`config.mk`:
```
export PLATFORM = sky130hd
export DESIGN_NAME = cdp_arbitro
export DESIGN_NICKNAME = d
export VERILOG_FILES = /design/src/rtl/cdp_pkg.sv /design/src/rtl/cdp_rr_search.sv /design/src/rtl/cdp_arbitro.sv
export SDC_FILE = /design/constraint.sdc
export NUM_CORES = 1
export LEC_CHECK = 0
export BUFFER_PORTS_ARGS = -buffer_cell sky130_fd_sc_hd__buf_2
export CORE_UTILIZATION = 43
export CTS_CLUSTER_SIZE = 16
export DETAILED_ROUTE_END_ITERATION = 7
export HOLD_SLACK_MARGIN = 0.08
export PLACE_DENSITY = 0.66
export SLEW_MARGIN = 10
export SYNTH_ARGS = -nofsm -noshare
export SYNTH_HDL_FRONTEND = slang
export SYNTH_HIERARCHICAL = 1
export SYNTH_SLANG_ARGS = --single-unit
```
`constraint.sdc`:
```
create_clock -name clk -period 14 [get_ports clk]
set_clock_uncertainty 0.1 [all_clocks]
set_input_delay 3.5 -clock clk [delete_from_list [all_inputs] [get_ports clk]]
set_output_delay 3.5 -clock clk [all_outputs]
set_load 0.02 [all_outputs]
```
`src/rtl/cdp_pkg.sv`:
```
// ----------------------------------------------------------------------------
// cdp_pkg
// Shared definitions for the cdp_arbitro priority encoder / arbiter.
//   MODE_FIXED / MODE_RR : encodings of the run-time arbitration mode input
//   state_t              : grant FSM states (IDLE = no grant, GRANT = grant held)
// ----------------------------------------------------------------------------
package cdp_pkg;

    localparam logic MODE_FIXED = 1'b0;
    localparam logic MODE_RR    = 1'b1;

    typedef enum logic {
        IDLE  = 1'b0,
        GRANT = 1'b1
    } state_t;

endpackage : cdp_pkg

```
`src/rtl/cdp_rr_search.sv`:
```
// ----------------------------------------------------------------------------
// cdp_rr_search
// Combinational downward wrapping search over a request vector.
// Starting at index 'start', walks start, start-1, ..., 0, N-1, ..., start+1
// and reports the first set bit.
//   req   [N-1:0] : request vector
//   start [W-1:0] : first index examined (must be < N)
//   idx   [W-1:0] : index of the first set bit found (0 when none)
//   found         : at least one request bit is set
// Fixed priority is the special case start = N-1.
// ----------------------------------------------------------------------------
module cdp_rr_search #(
    parameter  int N = 8,
    localparam int W = $clog2(N)
) (
    input  logic [N-1:0] req,
    input  logic [W-1:0] start,
    output logic [W-1:0] idx,
    output logic         found
);

    logic [W-1:0] pos;

    // NOTE: every signal assigned in always_comb gets a default on entry so no
    // path leaves it unassigned, which would otherwise infer a latch.
    always_comb begin
        idx   = '0;
        found = 1'b0;
        pos   = '0;
        // k is the search distance from 'start'; the first hit wins because
        // later hits are masked by 'found'.
        for (int k = 0; k < N; k++) begin
            if (int'(start) >= k)
                pos = W'(int'(start) - k);
            else
                pos = W'(int'(start) - k + N);
            if (!found && req[pos]) begin
                idx   = pos;
                found = 1'b1;
            end
        end
    end

endmodule : cdp_rr_search

```
`src/rtl/cdp_arbitro.sv`:
```
// ----------------------------------------------------------------------------
// cdp_arbitro
// Registered N-input priority encoder / arbiter with run-time selectable
// fixed-priority or round-robin mode and a valid/ready grant handshake.
//   clk                : clock, rising edge
//   rst                : asynchronous active-high reset
//   in        [N-1:0]  : request vector, bit i = requester i
//   mode               : 0 = fixed priority (bit N-1 highest), 1 = round-robin
//   ready              : consumer accepts the current grant when valid is high
//   out       [W-1:0]  : index of granted requester
//   onehot    [N-1:0]  : one-hot grant, 1 << out while valid, else 0
//   valid              : grant present
//   req_count [C-1:0]  : registered popcount of in
// A grant is held unchanged until accepted; on acceptance the arbiter
// re-arbitrates on the same edge, so back-to-back grants have no bubble.
// ----------------------------------------------------------------------------
module cdp_arbitro
    import cdp_pkg::*;
#(
    parameter  int N = 8,
    localparam int W = $clog2(N),
    localparam int C = $clog2(N + 1)
) (
    input  logic         clk,
    input  logic         rst,
    input  logic [N-1:0] in,
    input  logic         mode,
    input  logic         ready,
    output logic [W-1:0] out,
    output logic [N-1:0] onehot,
    output logic         valid,
    output logic [C-1:0] req_count
);

    state_t       state;
    logic [W-1:0] ptr;
    logic [W-1:0] ptr_next;
    logic [W-1:0] search_start;
    logic [W-1:0] win_idx;
    logic         win_found;
    logic [N-1:0] onehot_next;
    logic         handshake;

    assign handshake = (state == GRANT) && ready;

    // Round-robin pointer moves to just below the accepted index. The search
    // below uses this post-update value so a same-edge re-arbitration already
    // skips the requester that was just served.
    always_comb begin
        ptr_next = ptr;
        if (handshake && (mode == MODE_RR))
            ptr_next = (out == '0) ? W'(N - 1) : out - 1'b1;
    end

    assign search_start = (mode == MODE_RR) ? ptr_next : W'(N - 1);

    cdp_rr_search #(
        .N (N)
    ) u_search (
        .req   (in),
        .start (search_start),
        .idx   (win_idx),
        .found (win_found)
    );

    always_comb begin
        onehot_next          = '0;
        onehot_next[win_idx] = 1'b1;
    end

    // NOTE: sequential state uses non-blocking assignments so every register
    // samples pre-edge values regardless of statement order.
    // NOTE: the asynchronous reset clears all outputs immediately, discarding
    // any pending grant; ptr returns to N-1 so round-robin restarts at the top.
    always_ff @(posedge clk or posedge rst) begin
        if (rst) begin
            state     <= IDLE;
            ptr       <= W'(N - 1);
            out       <= '0;
            onehot    <= '0;
            valid     <= 1'b0;
            req_count <= '0;
        end else begin
            req_count <= C'($countones(in));
            ptr       <= ptr_next;
            case (state)
                IDLE: begin
                    if (win_found) begin
                        out    <= win_idx;
                        onehot <= onehot_next;
                        valid  <= 1'b1;
                        state  <= GRANT;
                    end
                end
                GRANT: begin
                    // Without ready the grant is frozen, even if its request drops.
                    if (ready) begin
                        if (win_found) begin
                            out    <= win_idx;
                            onehot <= onehot_next;
                        end else begin
                            onehot <= '0;
                            valid  <= 1'b0;
                            state  <= IDLE;
                        end
                    end
                end
                default: begin
                    onehot <= '0;
                    valid  <= 1'b0;
                    state  <= IDLE;
                end
            endcase
        end
    end

endmodule : cdp_arbitro

```
==> results.md <==
* Status: finished, violations left
* Failing checks: design-rule violations
* Synth Area in Compound Gates at 0.166
* Die Area at between 5000 and 6000 um^2
* Pin count of the biggest net entering global routing at 22
* Worst Setup End Kind: flop
* #FFs+latches synth at 20
* Worst slew pin tran at a little over 0.8 ns
* Final Util at 0.513
* Pleak at 1.04 nW
* Share of cells above drive strength 1 at 0.273
* CTS tree: done
* Cell internal pwr at around 0.27 mW
* Worst-path clk slew at approximately 0.08 ns
* Diodes inserted at 0
* Final Hold Fails at 0
* Clk_lat worst skew at approximately 0.26 ns
* Pre-CTS setup slack at around 5.9 ns
* CP cell instances: buf_2, nand2_1, o211ai_1, buf_4, inv_2, ha_1, mux2_2, mux4_1, o22a_1, nor4_2, nand2_1, a22oi_1, inv_1, o41ai_1
* Syn_nets at roughly 220
* Pwr Density at about 220 nW/um^2
* Core area at roughly 4400 um^2
* Area growth from synthesis to layout at 12.1%
* Max Fclk at around 0.13 GHz
* Share of the synthesized area in the top cell type at 0.209
* All-Layer GR Usage at 0.190
* Clock group share of total power at 0.112
* Crit start category: primary input
* Total chip power at 0.507 mW
* Switch Pwr at ~0.24 mW
* Chip width at 70.8 um
* Placed Area at roughly 2200 um^2
* Vias in the first global route at 1645
* Final max-slew violation count at 0
* Area share of fa/ha/maj cells after synthesis at 0.0825
* EDFF count, synth at 0
* Top Family by Delay on Critical Path: compound AO/OA/AOI/OAI gates
* CP max stage cell: ha_1
* Setup ws final at around 6.1 ns
* Sequential Power Share at 0.187
* Mux contribution to synthesized area at 0.290
* NumNets Final at roughly 250
* Total Wirelength at approximately 4500 um
* Most frequent CP cell: nand2_1
* Crit path arrival time at just under 8 ns
* Area leader, netlist: dfrtp_1
* Root Driver: clkbuf_8
* Min-delay worst type: reg -> reg
* Top cells by area, synth: dfrtp_1 21%, mux4_2 14%, mux2i_1 7.9%
* Synth Area in XOR/XNOR at 0.0172
* Slowest stage delay, CP at between 0.8 and 0.9 ns
* Via count at about 1700
* Initial Util at 0.457
* Tcrit/Tclk final at 0.563
* Initial antenna violation count at 0
* Final setup fails at 0
* RSZ-0062 raised after global routing: false
* Simple-Gate Fraction of Synth Area at 0.128
* Placed Cells at ~280
* Grt ovf at 0
* Initial drt markers at ~140
* Hold WS at between 0.3 and 0.4 ns
* CTS Buf Count at 3
* Max IR drop VDD at 72.6 uV
* Post-CTS Resized at 0
* CTS sink count at 20
* WP buf/inv at 4
* Max-Cap Viols at 0
* Fraction of registers with async set/reset at 1.00
* H-tree Lvls at 1
* Rel. slew slack at 0.454
* Register area share after synthesis at 0.248
* Clk buf depth at 2
* Fin Setup TNS at 0 ns
* Top Ports at 28
* Row count at 24
* Die Ht at around 71 um
* Largest family of logic cells by synthesized area: multiplexers
* Mapped Avg Cell Area at just over 10 um^2
* Crit path kind: in -> reg
* Worst-path fanout max at 20
* Syn. warnings at 6
* Sw frac at 0.468
* Drt wl/cell at 16.3 um
* Fin area at around 2300 um^2
* IO Port Bufs at 27
* Synth unique cells at between 50 and 60
* DP HPWL at 3600 um
* CP Data Required Time at 14.05 ns
* Minimum clock period at roughly 7.9 ns
* Area of the mapped netlist at about 2000 um^2
* Most used DFF post-synth: dfrtp_1
* Gpl congestion at roughly 0.85
* Gate Count Post-Synth at 200
* Gate power share at 0.701
* Antenna viol nets, final at 0
* Finished Layout Cells at between 200 and 300
* Drt first pass iters at 6
* Post-CTS Setup Bufs at 0
* Vias per cell at around 6.2
* First-pass GRT wire length at about 7700 um
* # hold bufs at CTS at 0
* Drc violations at 4
==> cells in the final DEF, fill, tap and decap left out, types with 3 or more instances in the layout <==
master	Yosys	layout
clkbuf_8	0	3
a21oi_1	7	7
inv_1	23	23
o21ai_0	10	10
o41ai_1	4	4
xnor2_1	3	3
dfrtp_1	17	17
fa_1	4	4
mux2_2	3	3
a22oi_1	3	3
buf_4	0	3
dfstp_2	3	3
nand3_1	5	5
o211ai_1	4	4
mux2i_1	16	16
buf_2	0	27
ha_1	7	7
nand2_1	18	18
a31oi_1	3	3
nor3_1	3	3
nor2_1	6	6
a32o_1	5	5
mux4_2	13	13
==> area by class of cell <==
cell class	instances	area, um^2
fill	411	2170
multi-input combinational	149	1390
sequential	20	504
timing repair buffer	30	158
inverter	24	90.1
tap	52	65.1
clock buffer	3	41.3
clock inverter	1	30.0
==> synth_stat cells, types with 2 or more instances <==
cell type	count
and2_1	2
dfstp_2	3
a21oi_1	7
mux4_2	13
o211ai_1	4
a31oi_1	3
mux2_2	3
nor3_1	3
nor2b_1	2
ha_1	7
mux2_1	2
buf_6	3
o21ai_0	10
xnor2_1	3
nand3_1	5
a32o_1	5
fa_1	4
nor2_1	6
mux2i_1	16
mux4_1	2
inv_1	23
or2_1	2
a22oi_1	3
clkbuf_1	3
nor3b_1	2
dfrtp_1	17
a32oi_1	2
nand2_1	18
o41ai_1	4
==> sequential cells by signal, indices dropped and copies added (netlist names) <==
register and cells:
onehot 8, out 3, ptr 3, req_count 4, state 1, valid 1
==> final timing paths <==
| kind | start | endpoint | slack [ns] | depth (start not counted) |
|---|---|---|---|---|
| worst max-delay path | ready | onehot[4]$_DFFE_PP0P_ | 6.12 | 14 |
| worst min-delay path | onehot[0]$_DFFE_PP0P_ | onehot[0]$_DFFE_PP0P_ | 0.38 | 2 |
| worst max register to register | out[0]$_DFFE_PP0P_ | onehot[4]$_DFFE_PP0P_ | 8.82 | 16 |
| worst min register to register | onehot[0]$_DFFE_PP0P_ | onehot[0]$_DFFE_PP0P_ | 0.38 | 2 |
| max in group asynchronous | rst | valid$_DFFE_PP0P_ | 10.09 | 2 |
| min in group asynchronous | rst | out[2]$_DFFE_PP0P_ | 3.25 | 2 |
==> worst register-to-register path, stage by stage (launching register included) <==
cell      delay, ns
dfrtp_1        0.41
inv_1          0.09
ha_1           0.15
ha_1           0.13
nor2_1         0.06
o211ai_1       0.17
buf_4          0.27
inv_2          0.14
ha_1           0.85
mux2_2         0.43
mux4_1         0.51
o22a_1         0.28
nor4_2         0.39
nand2_1        0.09
a22oi_1        0.40
inv_1          0.21
o41ai_1        0.38
==> power by group through the flow <==
stage / Combinational [mW] / Sequential (mW) / Clock (mW)
after global routing: 0.386 / 0.0977 / 0.0610
after detailed placement: 0.351 / 0.0962 / 0
after global placement: 0.349 / 0.0957 / 0
after floorplan: 0.251 / 0.119 / 0
after CTS: 0.353 / 0.0951 / 0.0577
final: 0.355 / 0.0950 / 0.0569
==> metal layers <==
metal	vias up	track usage	routed length [um]
li1	817	-	-
met5	-	0	0
met4	0	0.0622	67
met3	8	0.0370	264
met2	69	0.310	2200
met1	838	0.255	2010
==> kinds of logic after synthesis <==
group | Yosys count
AND/OR/NAND/NOR | 49
AO/OA/AOI/OAI | 47
multiplexers | 38
buffers and inverters | 31
flip-flops | 20
adder cells (fa/ha/maj) | 11
XOR/XNOR | 4
(Power assumes the default switching activity.)
